## config.mk

```make
export PLATFORM = sky130hd
export DESIGN_NAME = mest_pro_segment_decoder
export DESIGN_NICKNAME = d
export VERILOG_FILES = /design/src/rtl/mest_pro_segment_decoder.sv
export SDC_FILE = /design/constraint.sdc
export NUM_CORES = 1
export LEC_CHECK = 0
export ABC_AREA = 1
export CAP_MARGIN = 10
export CORE_ASPECT_RATIO = 0.9
export CORE_UTILIZATION = 53
export DETAILED_ROUTE_END_ITERATION = 10
export DONT_BUFFER_PORTS = 1
export PLACE_DENSITY = 0.78
export SLEW_MARGIN = 20
export SYNTH_ARGS = -nofsm -noshare
export SYNTH_HDL_FRONTEND = slang
export SYNTH_SLANG_ARGS = --single-unit
```

## constraint.sdc

```tcl
create_clock -name clk -period 2.2 [get_ports clk]
set_clock_uncertainty 0.1 [all_clocks]
set_input_delay 0.33 -clock clk [delete_from_list [all_inputs] [get_ports clk]]
set_output_delay 0.33 -clock clk [all_outputs]
set_load 0.005 [all_outputs]
```

## src/rtl/mest_pro_segment_decoder.sv

```systemverilog
// mest_pro_segment_decoder: debounces a strobed 7-segment bus and decodes the stable pattern to a hex digit behind valid/ready.
module mest_pro_segment_decoder #(
  parameter int MEM_WIDTH     = 7,
  parameter int STABLE_CYCLES = 4
) (
  input  logic                 clk,
  input  logic                 i_rst,
  input  logic                 i_sample,
  input  logic [MEM_WIDTH-1:0] i_segments,
  input  logic                 i_ready,
  output logic                 o_valid,
  output logic [3:0]           o_value,
  output logic                 o_blank,
  output logic                 o_error,
  output logic                 o_ambiguous,
  output logic                 o_overrun
);
  localparam int CW = $clog2(STABLE_CYCLES + 1);
  localparam logic [CW-1:0] LIMIT = CW'(STABLE_CYCLES);
  typedef enum logic [1:0] {IDLE, TRACK, LOCKED} state_t;
  state_t state_q, state_d;
  logic [MEM_WIDTH-1:0] cand_q, cand_d;
  logic [CW-1:0] cnt_q, cnt_d;
  logic same, load, accept;
  logic valid_q, blank_q, error_q, amb_q, ovr_q;
  logic [3:0] value_q;
  logic [3:0] dec_val;
  logic dec_blank, dec_err, dec_amb;
  always_comb begin
    dec_val   = 4'h0;
    dec_blank = 1'b0;
    dec_err   = 1'b0;
    dec_amb   = 1'b0;
    case (i_segments)
      7'b1111110: dec_val = 4'h0;
      7'b0110000: dec_val = 4'h1;
      7'b1101101: dec_val = 4'h2;
      7'b1111001: dec_val = 4'h3;
      7'b0110011: dec_val = 4'h4;
      7'b1011011: dec_val = 4'h5;
      7'b1011111: dec_val = 4'h6;
      7'b1110000: dec_val = 4'h7;
      7'b1111111: dec_val = 4'h8;
      7'b1110011: dec_val = 4'h9;
      7'b1110111: dec_val = 4'hA;
      7'b0011111: begin
        dec_val = 4'hB;
        dec_amb = 1'b1;
      end
      7'b0001101: dec_val = 4'hC;
      7'b0111101: dec_val = 4'hD;
      7'b1001111: dec_val = 4'hE;
      7'b1000111: dec_val = 4'hF;
      7'b0000000: dec_blank = 1'b1;
      default:    dec_err = 1'b1;
    endcase
  end
  // A strobe repeating the locked pattern is ignored so a held digit is reported once.
  always_comb begin
    same    = (state_q != IDLE) && (i_segments == cand_q);
    load    = i_sample && !((state_q == LOCKED) && same);
    cnt_d   = !load ? cnt_q : same ? ((cnt_q == LIMIT) ? cnt_q : cnt_q + 1'b1) : CW'(1);
    accept  = load && (cnt_d == LIMIT);
    cand_d  = load ? i_segments : cand_q;
    state_d = accept ? LOCKED : load ? TRACK : state_q;
  end
  always_ff @(posedge clk) begin
    if (i_rst) begin
      state_q <= IDLE;
      cand_q  <= '0;
      cnt_q   <= '0;
      valid_q <= 1'b0;
      value_q <= 4'h0;
      blank_q <= 1'b0;
      error_q <= 1'b0;
      amb_q   <= 1'b0;
      ovr_q   <= 1'b0;
    end else begin
      state_q <= state_d;
      cand_q  <= cand_d;
      cnt_q   <= cnt_d;
      valid_q <= accept | (valid_q & ~i_ready);
      ovr_q   <= ovr_q | (accept & valid_q & ~i_ready);
      if (accept) begin
        value_q <= dec_val;
        blank_q <= dec_blank;
        error_q <= dec_err;
        amb_q   <= dec_amb;
      end
    end
  end
  assign o_valid     = valid_q;
  assign o_value     = value_q;
  assign o_blank     = blank_q;
  assign o_error     = error_q;
  assign o_ambiguous = amb_q;
  assign o_overrun   = ovr_q;
endmodule

```

Word level (Yosys, flattened, before mapping)
Cells that the tools add are included.

Word-level logic and storage cells: 56. Output and inout port bits: 9. Input bits: 11. Flip-flop bits (word level): 21.

Equal/unequal tests: 20. $add $sub $neg: 1. Bitwise gates (word level): 6. Reductions and logical operators: 10. Muxes and demuxes: 9.

Operator list (count): equality test 7 bit (second input constant) (11); case mux 4 bit (15 select lines) (1); equality test 7 x 6 -> 1 bit (second input constant) (3); OR reduction 17 bit (1); two-way mux 3 bit (3); equality test 7 x 4 -> 1 bit (second input constant) (1); equality test 7 x 5 -> 1 bit (second input constant) (1); equality test 7 bit (1); logical NOT 7 bit (1); equality test 3 bit (second input constant) (2); logical AND 1 bit (4); two-way mux 2 bit (2); nonzero test 2 bit (2); adder 3 x 1 -> 3 bit (second input constant) (1); bitwise AND 1 bit (3); two-way mux 1 bit (3); equality test 2 bit (second input constant) (1); OR 1 bit (2); OR reduction 2 bit (1); logical NOT 1 bit (1); NOT 1 bit (1).

Depth between registers and ports, before layout
Depth in word-level cells: 11. Gate-level depth with buffers: 16. Gate-level depth less buffers: 14.

Worst setup path after synthesis
Ideal clock, no wire load.

Path kind: in2reg. Start: input i_segments[6]. End: register value_q[0] (netlist: o_value[0]). Cell stages on the path: 14. Library setup time: 0.113 ns. Path buffers: 2. Setup slack: 0.493 ns. Required time: 1.987 ns. Arrival: 1.495 ns. Cell sequence: buf_2 inv_2 nand2_1 nand2_1 nand2_1 nor2_1 nand3_2 nand2_4 nand2_2 nand2_4 nand2_4 buf_6 nor2_1 nor2_1.

Cells in the longest elaborated chain, start to end: 8. Elaborated cells between the ends (all ways): 25. Those cells by class: 17 x eq/ne; 3 x mux; 5 x reduce/logical.

Ends and longest elaborated chain: start, declared (RTL line 9) `input logic [MEM_WIDTH-1:0] i_segments,`; equality test 7 bit (RTL line 60) `same = (state_q != IDLE) && (i_segments == cand_q);`; logical AND 1 bit (RTL line 60); logical AND 1 bit (RTL line 61) `load = i_sample && !((state_q == LOCKED) && same);`; logical NOT 1 bit (RTL line 61); logical AND 1 bit (RTL line 61); two-way mux 3 bit (RTL line 62) `cnt_d = !load ? cnt_q : same ? ((cnt_q == LIMIT) ? cnt_q : cnt_q + 1'b1) : CW'(1);`; equality test 3 bit (RTL line 63) `accept = load && (cnt_d == LIMIT);`; logical AND 1 bit (RTL line 63); end signal, assigned (RTL line 85) `value_q <= dec_val;`; end, declared (RTL line 26) `logic [3:0] value_q;`.

Parallel ways exist; a longest one is shown, timed or not. A chain may end at the register's enable or synchronous reset.

Worst setup path in the final report
Start: register cand_q[4]. End: register amb_q (netlist: o_ambiguous).

Cells in the longest elaborated chain, start to end: 8. Elaborated cells between the ends (all ways): 9. Those cells by class: 2 x eq/ne; 2 x mux; 5 x reduce/logical.

Ends and longest elaborated chain: start, declared (RTL line 22) `logic [MEM_WIDTH-1:0] cand_q, cand_d;`; start signal, assigned (RTL line 80) `cand_q <= cand_d;`; equality test 7 bit (*) (RTL line 60); logical AND 1 bit (*) (RTL line 60); logical AND 1 bit (RTL line 61); logical NOT 1 bit (RTL line 61); logical AND 1 bit (RTL line 61); two-way mux 3 bit (RTL line 62); equality test 3 bit (RTL line 63); logical AND 1 bit (*) (RTL line 63); end signal, assigned (RTL line 88) `amb_q <= dec_amb;`; end, declared (RTL line 25) `logic valid_q, blank_q, error_q, amb_q, ovr_q;`.

Mark *: on every way between the ends. The rest lies on a longest branch, timed or not.

==> results.sh <==
export IMPL_outcome="finished, final reports clean"
export IMPL_clk_latency_ns=0.32
export IMPL_cts_sinks=21
export IMPL_post_route_period_util=0.827
export IMPL_cts_repair_resized=0
export IMPL_yosys_cell_count_top_type="nand2_1"
export IMPL_powerDensity_nw_per_um2=494
export IMPL_drv_cap=0
export IMPL_grt_max_degree=19
export IMPL_grt_ovfl_total=0
export IMPL_final_cells=261
export IMPL_drtIter0Drc=51
export IMPL_finalSetupViolCount=0
export IMPL_rsz0062_at_grt="no"
export IMPL_synthDistinctLibCells=25
export IMPL_cp_arrival_ns=1.98
export IMPL_port_buffers=0
export IMPL_synth_flop_cell="dfxtp_1"
export IMPL_whs_ns=0.0855
export IMPL_hold_viol=0
export IMPL_netlist_area_leader_share=0.297
export IMPL_cp_startpoint="cand_q[4]"
export IMPL_pre_cts_ws_ns=0.407
export IMPL_crit_type="register to register"
export IMPL_cp_buffers_inverters=1
export IMPL_row_count=17
export IMPL_worst_setup_path_end_kind="register"
export IMPL_path_depth=13
export IMPL_p_leak_nw=0.722
export IMPL_syn_inst=235
export IMPL_ir_drop_uv=369
export IMPL_grt_usage=0.213
export IMPL_path_max_fanout=18
export IMPL_synth_area_leaders="dfxtp_1 (30%), nand2_1 (16%), nor2_1 (10%), inv_1 (9.3%), a21oi_1 (5.7%)"
export IMPL_synth_area_leader_cell="dfxtp_1"
export IMPL_die_h_um=51.0
export IMPL_async_reset_ff_frac=0
export IMPL_max_freq_mhz=550
export IMPL_ys_warnings_count=0
export IMPL_fillers=263
export IMPL_startpoint_type="register"
export IMPL_synthesis_area_um2=1420
export IMPL_antenna_found_initial=0
export IMPL_cts_inserted_buffers=3
export IMPL_finalSetupTns_ns=0
export IMPL_vias_per_cell=5.05
export IMPL_clk_pin_slew_ns=0.13
export IMPL_routedWlPerCell_um=10.9
export IMPL_multiInputGateArea_um2=788
export IMPL_worstMarginPinSlew_ns=0.478
export IMPL_worstPathCellList="inv_1, nand2_1, nand2_1, nand2_1, nor2_1, nand3_2, nand2_4, nand2_2, nand2_4, nand2_4, nand2_1, nand2_1, nor2_1"
export IMPL_layout_drive_gt1_share=0.0730
export IMPL_place_hpwl_mm=2.19
export IMPL_htreeDepth=1
export IMPL_fin_ws_ns=0.380
export IMPL_layout_nets=247
export IMPL_relSlewSlack=0.681
export IMPL_r2r_end="o_ambiguous"
export IMPL_die_w_um=56.5
export IMPL_place_gp_congestion=0.942
export IMPL_ys_seq_area_frac=0.297
export IMPL_cts_hold_buf=1
export IMPL_clockBufferDepth=2
export IMPL_die_area_um2=2880
export IMPL_start_util=0.569
export IMPL_synth_fp_nets=248
export IMPL_cpMostUsedCell="nand2_1"
export IMPL_first_global_vias=1116
export IMPL_antennaDiodeCount=0
export IMPL_critPathTopFamily="simple AND/OR/NAND/NOR gates"
export IMPL_synth_edf_count=0
export IMPL_routed_wl_mm=2.84
export IMPL_cp_required_ns=2.36
export IMPL_critPathCapture="o_ambiguous"
export IMPL_syn_avg_cell_area_um2=6.03
export IMPL_yosys_top_cells_count="nand2_1 (62), nor2_1 (38), inv_1 (35)"
export IMPL_reg2regPathDepth=13
export IMPL_rrSetupSlack_ns=0.38
export IMPL_ios=20
export IMPL_synth_seq_cells=21
export IMPL_min_path_type="input port to register"
export IMPL_cts_root_buf="clkbuf_4"
export IMPL_coreArea_um2=2490
export IMPL_cts_tree="done"
export IMPL_drv_slew=0
export IMPL_area_sequential_um2=420
export IMPL_drtAntennaViolNets=0
export IMPL_cp_slowest_cell="dfxtp_1"
export IMPL_period_minus_slack_ns=1.82
export IMPL_grt_pass1_wl_mm=4.73
export IMPL_drc=0
export IMPL_area_growth_pct=0.795
export IMPL_dp_cells=256
export IMPL_dr_pass1_iters=4
export IMPL_dr_total_vias=1317
export IMPL_timing_rr_start="cand_q[4]"
export IMPL_cpPeakStageDelay_ns=0.34
export IMPL_post_cts_buffers=0
[state kept, by name, indices dropped and copies added, names as in the netlist]
register     flops
cnt_q            3
o_error          1
o_blank          1
o_valid          1
cand_q           7
o_ambiguous      1
o_value          4
state_q          2
o_overrun        1
[per-layer routing]
layer | GRT usage | part of all wire | vias up
met2 | 0.341 | 0.42 | 44
li1 | - | - | 726
met4 | 0.110 | 0.020 | 0
met1 | 0.273 | 0.49 | 542
met3 | 0.0430 | 0.066 | 5
met5 | 0 | 0 | -
[metrics by stage]
stage               power [mW]  cell area (um^2)   util
floorplan                0.508              1420      -
global placement         0.512              1390  0.559
detailed placement       0.513              1390  0.559
CTS                      0.710              1430  0.574
global route             0.740              1430  0.574
finish                   0.706              1430  0.574
[final cells by class]
class | instances | share of cell area
well taps | 28 | 0.0245
clock buffers | 3 | 0.0158
flip-flops and latches | 21 | 0.294
inverters | 39 | 0.103
clock inverters | 1 | 0.00351
multi-input cells | 168 | 0.552
repair buffers | 1 | 0.00701
[worst reg2reg max path: stages, from the launching register on]
cell and delay (ns):
dfxtp_1 0.34, inv_1 0.09, nand2_1 0.06, nand2_1 0.06, nand2_1 0.05, nor2_1 0.20, nand3_2 0.14, nand2_4 0.18
nand2_2 0.09, nand2_4 0.11, nand2_4 0.10, nand2_1 0.08, nand2_1 0.05, nor2_1 0.10
[cell usage in the layout (no fill, tap or decap), drive strengths merged]
| master | instances |
|---|---|
| nand2 | 67 |
| nor2 | 40 |
| inv | 39 |
| dfxtp | 21 |
| a21oi | 16 |
| nand3 | 15 |
| o21ai | 14 |
| nor3 | 6 |
| nand4 | 4 |
| clkbuf | 3 |
| ha | 2 |
| xor2 | 1 |
| xnor2 | 1 |
| o31ai | 1 |
| nor3b | 1 |
| clkinv | 1 |
| dlygate4sd3 | 1 |
[report_power, final]
group          leakage [nW]  switching [mW]  internal [mW]  total, mW
clock                0.0177           0.130         0.0683      0.199
sequential            0.172         0.00833          0.394      0.402
combinational         0.532          0.0684         0.0365      0.105
[how the worst min path moves through the flow]
stage               depth (start not counted)   endpoint  slack (ns)     from
finish                                      3    o_valid        0.09  i_ready
global route                                3    o_valid        0.09  i_ready
CTS                                         3    o_valid        0.08  i_ready
detailed placement                          1  o_overrun        0.30    i_rst
global placement                            1  o_overrun        0.30    i_rst
floorplan                                   1  o_overrun        0.30    i_rst
[logic make-up (layout without fill, tap and decap cells)]
logic type               after synthesis  count (layout)  share of synthesized area
XOR/XNOR                               2               2                     0.0124
AO/OA/AOI/OAI                         31              31                      0.111
adder cells (fa/ha/maj)                2               2                     0.0177
buffers and inverters                 46              44                      0.147
AND/OR/NAND/NOR                      133             133                      0.415
flip-flops                            21              21                      0.297
Note: power is estimated with default switching activity, not from simulation.
